**src/rtl/nios2_dct_capture_ctrl.sv**
```systemverilog
// nios2_dct_capture_ctrl
// Sequencer for the Nios II OCI data-capture-trace buffer. Arms on a software
// command, starts capture on a trigger and packs 2-bit trace symbols into a
// 30-bit word. Completed or partial words are handed to the trace-memory
// writer over a valid/ready handshake. The trace source is never stalled, so a
// completed word that finds the output slot busy is dropped and flagged.
//
// Optional build macro: DCT_OVF_COUNT_EN
//    When defined, an 8-bit saturating dropped-word counter is exported on
//    ovf_count. When undefined, only the sticky overflow flag is present.

module nios2_dct_capture_ctrl #(
   parameter int SYM_W  = 2,
   parameter int SYMS   = 15,
   parameter int CNT_W  = 4,
   parameter int WCNT_W = 16
) (
   input  logic                    clk,
   input  logic                    reset_n,
   input  logic                    arm,
   input  logic                    disarm,
   input  logic                    trig,
   input  logic                    flush_req,
   input  logic                    sym_valid,
   input  logic [SYM_W-1:0]        sym_data,
   output logic [SYM_W*SYMS-1:0]   dct_buffer,
   output logic [CNT_W-1:0]        dct_count,
   output logic                    out_valid,
   input  logic                    out_ready,
   output logic [SYM_W*SYMS-1:0]   out_buffer,
   output logic [CNT_W-1:0]        out_count,
   output logic [1:0]              state,
   output logic                    overflow,
`ifdef DCT_OVF_COUNT_EN
   output logic [7:0]              ovf_count,
`endif
   output logic [WCNT_W-1:0]       word_cnt
);

   localparam int BUF_W = SYM_W * SYMS;

   // Encoding matches the value software reads back on the state port.
   typedef enum logic [1:0] {
      IDLE    = 2'd0,
      ARMED   = 2'd1,
      CAPTURE = 2'd2,
      DRAIN   = 2'd3
   } dct_state_t;

   dct_state_t            r_state;
   logic [BUF_W-1:0]      r_dctBuffer;
   logic [CNT_W-1:0]      r_dctCount;
   logic                  r_outValid;
   logic [BUF_W-1:0]      r_outBuffer;
   logic [CNT_W-1:0]      r_outCount;
   logic                  r_overflow;
   logic [WCNT_W-1:0]     r_wordCnt;
`ifdef DCT_OVF_COUNT_EN
   logic [7:0]            r_ovfCount;
`endif

   logic                  w_transfer;
   logic                  w_slotFree;
   logic                  w_wordDone;
   logic                  w_drainHasData;
   logic [BUF_W-1:0]      w_shiftedBuffer;

   // Handshake and packing helpers: the slot can take a new word when it is
   // empty or when its current word is being accepted this very cycle, which
   // is what allows back-to-back words without a bubble.
   always_comb begin
      w_transfer      = r_outValid & out_ready;
      w_slotFree      = ~r_outValid | out_ready;
      w_shiftedBuffer = {r_dctBuffer[BUF_W-SYM_W-1:0], sym_data};
      w_wordDone      = sym_valid && (r_dctCount == CNT_W'(SYMS - 1));
      w_drainHasData  = (r_dctCount != '0);
   end

   // Main sequencer: state, packing buffer, output slot and status flags all
   // update together so every output is a register.
   always_ff @(posedge clk) begin
      if (!reset_n) begin
         r_state     <= IDLE;
         r_dctBuffer <= '0;
         r_dctCount  <= '0;
         r_outValid  <= 1'b0;
         r_outBuffer <= '0;
         r_outCount  <= '0;
         r_overflow  <= 1'b0;
         r_wordCnt   <= '0;
`ifdef DCT_OVF_COUNT_EN
         r_ovfCount  <= 8'd0;
`endif
      end else begin
         if (w_transfer) begin
            r_outValid <= 1'b0;
            r_wordCnt  <= r_wordCnt + 1'b1;
         end

         case (r_state)
            IDLE: begin
               if (arm && !disarm) begin
                  r_state    <= ARMED;
                  r_overflow <= 1'b0;
`ifdef DCT_OVF_COUNT_EN
                  r_ovfCount <= 8'd0;
`endif
               end
            end

            ARMED: begin
               if (disarm) begin
                  r_state <= IDLE;
               end else if (trig) begin
                  r_state     <= CAPTURE;
                  r_dctBuffer <= '0;
                  r_dctCount  <= '0;
               end
            end

            CAPTURE: begin
               if (w_wordDone) begin
                  if (w_slotFree) begin
                     r_outValid  <= 1'b1;
                     r_outBuffer <= w_shiftedBuffer;
                     r_outCount  <= CNT_W'(SYMS);
                  end else begin
                     r_overflow <= 1'b1;
`ifdef DCT_OVF_COUNT_EN
                     if (r_ovfCount != 8'hFF) begin
                        r_ovfCount <= r_ovfCount + 8'd1;
                     end
`endif
                  end
                  r_dctBuffer <= '0;
                  r_dctCount  <= '0;
               end else if (sym_valid) begin
                  r_dctBuffer <= w_shiftedBuffer;
                  r_dctCount  <= r_dctCount + 1'b1;
               end
               if (disarm || flush_req) begin
                  r_state <= DRAIN;
               end
            end

            DRAIN: begin
               if (!w_drainHasData) begin
                  r_state <= IDLE;
               end else if (w_slotFree) begin
                  r_outValid  <= 1'b1;
                  r_outBuffer <= r_dctBuffer;
                  r_outCount  <= r_dctCount;
                  r_dctBuffer <= '0;
                  r_dctCount  <= '0;
                  r_state     <= IDLE;
               end
            end

            default: begin
               r_state <= IDLE;
            end
         endcase
      end
   end

   assign dct_buffer = r_dctBuffer;
   assign dct_count  = r_dctCount;
   assign out_valid  = r_outValid;
   assign out_buffer = r_outBuffer;
   assign out_count  = r_outCount;
   assign state      = r_state;
   assign overflow   = r_overflow;
   assign word_cnt   = r_wordCnt;
`ifdef DCT_OVF_COUNT_EN
   assign ovf_count  = r_ovfCount;
`endif

endmodule

```
**config.mk**
```make
export PLATFORM = sky130hd
export DESIGN_NAME = nios2_dct_capture_ctrl
export DESIGN_NICKNAME = d
export VERILOG_FILES = /design/src/rtl/nios2_dct_capture_ctrl.sv
export SDC_FILE = /design/constraint.sdc
export NUM_CORES = 1
export LEC_CHECK = 0
export CAP_MARGIN = 20
export CORE_AREA = 2 2 103 105
export CTS_CLUSTER_DIAMETER = 150
export DETAILED_ROUTE_END_ITERATION = 6
export DIE_AREA = 0 0 105 107
export PLACE_DENSITY_LB_ADDON = 0.08
export SLEW_MARGIN = 20
export SYNTH_ARGS = -nofsm -noshare
export SYNTH_HDL_FRONTEND = slang
export SYNTH_SLANG_ARGS = --single-unit
```
**constraint.sdc**
```tcl
create_clock -name clk -period 2 [get_ports clk]
set_clock_uncertainty 0.05 [all_clocks]
set_input_delay 0.4 -clock clk [delete_from_list [all_inputs] [get_ports clk]]
set_output_delay 0.4 -clock clk [all_outputs]
set_load 0.03 [all_outputs]
```
==> impl_metrics.toml <==
[setup_path]
crit_chain = "clkdlybuf4s50_1"
worst_setup_path_start_kind = "flip-flop"
slowest_stage = "clkdlybuf4s50_1"
end_kind = "primary output"
crit_required_ns = 1.55
crit_fanout = 5
max_stage_delay_ns = 0.71
cp.arrival_ns = 1.50
cp_num_buf_inv = 1
critical_path_class = "flip-flop to primary output"
cp_top_family = "buffers and inverters"

[floorplanning]
die_x_um = 105
core_um2 = 10100
io_pins = 98
start_util_pct = 39.6
num_rows = 37
die_y_um = 107
dieArea_um2 = 11200

[clock_network]
cts-root-buf = "clkbuf_8"
holdBufCountCts = 0
clk_pin_slew_ns = 0.10
clk_path_buf_depth = 2
numClockSinks = 88
cts_resized = 5
cts_buffers = 9
cts_tree = "built"
h-tree-depth = 3
clock_latency_ns = 0.35
cts_setup_buffers = 0

[drt]
final_antenna_net_count = 0
drc = 0
via_per_inst = 5.32
drt_iter0_drc = 213
vias = 3769
wl_per_cell_um = 15.3
first_pass_iters = 4
totalWireLength_um = 10900

[sta]
hold_viol = 0
slew_viol_final = 0
max_freq_mhz = 513
relSlewSlack_pct = 68.4
period_share_pct = 97.5
finalSetupViolations = 0
period_needed_ns = 1.95
tightest_slew_ns = 0.473
grt_setup_unrepaired = "no"
tns_ns = 0

[synthesis]
synth_area_per_cell_um2 = 8.66
synth_flop_cell = "dfxtp_1"
synth-seq-cells = 88
syn-cell-area_um2 = 4000
synth_nets = 476
synthCells = 462
ys_seq_area_share_pct = 44.1
async_reset_ff_share_pct = 0
synth_cell_types = 36
yosys_warnings = 0
synth_edf_count = 0

[finish]
diodes = 0
fill_cells = 995
multi_input_area_um2 = 2060
seqCellArea_um2 = 1770
final_cells = 708
area_delta_synth_final_pct = 37.8
nNetsFinal = 581
drive_gt1_share_pct = 17.0

[pwr]
vdd_drop_max_uv = 305
power_density_nw_per_um2 = 582
leakage_nw = 2.24

[placement]
routabilityCongestion = 0.746
port_buffers = 97
dpl.cell_count = 692
hpwl_um = 7330

[global_routing]
grt_pass1_vias = 3623
grt_max_degree = 39
grt_antenna_before_repair = 0
grt_pass1_wl_um = 17900
grt_overflow = 0
gr-usage-all-layers_pct = 19.5

[outcome]
status = "finished, final reports clean"

[hold_path]
hp-class = "input port to flip-flop"

[job]
cap_viol_max_count = 0
[cell usage in the layout, fill, tap and decap left out, types with 2 or more instances in the layout]
cell type / Yosys / routed
nand2_1: 101 / 101
dfxtp_1: 88 / 85
clkdlybuf4s50_1: 0 / 78
nand3_1: 72 / 72
o221a_2: 33 / 33
buf_4: 0 / 32
mux2i_1: 31 / 31
nor2_1: 16 / 13
dlymetal6s2s_1: 0 / 11
a21oi_1: 9 / 9
clkbuf_8: 0 / 9
xor2_1: 8 / 8
o21ai_0: 7 / 7
inv_1: 6 / 6
nand4_1: 6 / 6
and4_1: 5 / 5
dlygate4sd2_1: 0 / 5
nor3_1: 4 / 4
and2_1: 5 / 4
nand2b_1: 4 / 4
ha_1: 4 / 4
buf_12: 0 / 4
nor2_2: 0 / 3
o21a_1: 3 / 3
or3_1: 3 / 3
nor2b_1: 2 / 2
xnor2_1: 2 / 2
a31oi_1: 2 / 2
o2111ai_1: 2 / 2
o31ai_1: 2 / 2
inv_6: 0 / 2
clkinv_4: 0 / 2
dfxtp_2: 0 / 2
[state kept, by name (all words and copies together), names as in the netlist, named ones only]
signal      cells
state           1
word_cnt       16
out_buffer     30
overflow        1
dct_buffer     30
out_valid       1
out_count       4
dct_count       4
[final timing paths]
path	startpoint	endpoint	slack, ns	cells past startpoint
max	dct_buffer[14]	dct_buffer[14]	0.05	1
max reg2reg	dct_count[0]	dct_buffer[3]	0.09	7
min reg2reg	out_count[3]	out_count[3]	0.45	2
min	reset_n	word_cnt[10]	0.30	2
[cell families (layout without fill, tap and decap cells)]
family / count (synthesis) / in the layout / synth area share, %
AND/OR/NAND/NOR: 224 / 224 / 26.0
multiplexers: 31 / 31 / 7.76
buffers and inverters: 43 / 153 / 4.91
adder cells (fa/ha/maj): 4 / 4 / 1.25
flip-flops: 88 / 88 / 44.1
AO/OA/AOI/OAI: 62 / 62 / 13.9
XOR/XNOR: 10 / 10 / 2.19
[synth_stat cells (all sizes together) (5+ instances only)]
cell type,n,area [um^2]
mux2i,31,310
clkbuf,27,101
xor2,8,70.1
buf,10,72.6
nand2,101,379
and4,5,43.8
a21oi,9,45.0
o21ai,7,35.0
and2,5,31.3
inv,6,22.5
dfxtp,88,1760
nand4,6,37.5
nand3,72,360
nor2,16,60.1
o221a,33,372
[stage by stage]
stage               worst slack [ns]  hold WS (ns)  area (um^2)  total power [mW]  utilization [%]
floorplan                     0.0411         0.489         4000              1.91                -
global placement              -0.121         0.424         5280              1.98             52.4
detailed placement            -0.144         0.434         5280              1.98             52.4
CTS                         0.000207         0.283         5480              3.25             54.3
global route                0.000319         0.290         5510              3.34             54.6
finish                        0.0500         0.299         5510              3.21             54.6
[per-layer routing]
| layer | wire length, um | track usage (%) | vias to the layer above |
|---|---|---|---|
| met5 | 0 | 0 | - |
| met4 | 37 | 6.38 | 0 |
| met3 | 645 | 4.19 | 2 |
| met2 | 5230 | 31.7 | 102 |
| met1 | 4940 | 25.8 | 1808 |
| li1 | - | - | 1857 |
[final cells by class]
type                       count  share of cell area [%]
inverter                       6                   0.409
timing repair buffer         131                    23.4
multi-input combinational    331                    37.4
sequential                    88                    32.1
clock buffer                   9                    2.25
tap                          136                    3.09
clock inverter                 7                    1.41
[where the power goes]
part / switching, mW / total, mW / internal (mW)
sequential: 0.00427 / 1.76 / 1.75
combinational: 0.116 / 0.188 / 0.0714
clock: 0.677 / 1.27 / 0.589
total: 0.798 / 3.21 / 2.41
Power figures use the tool's default switching activity.
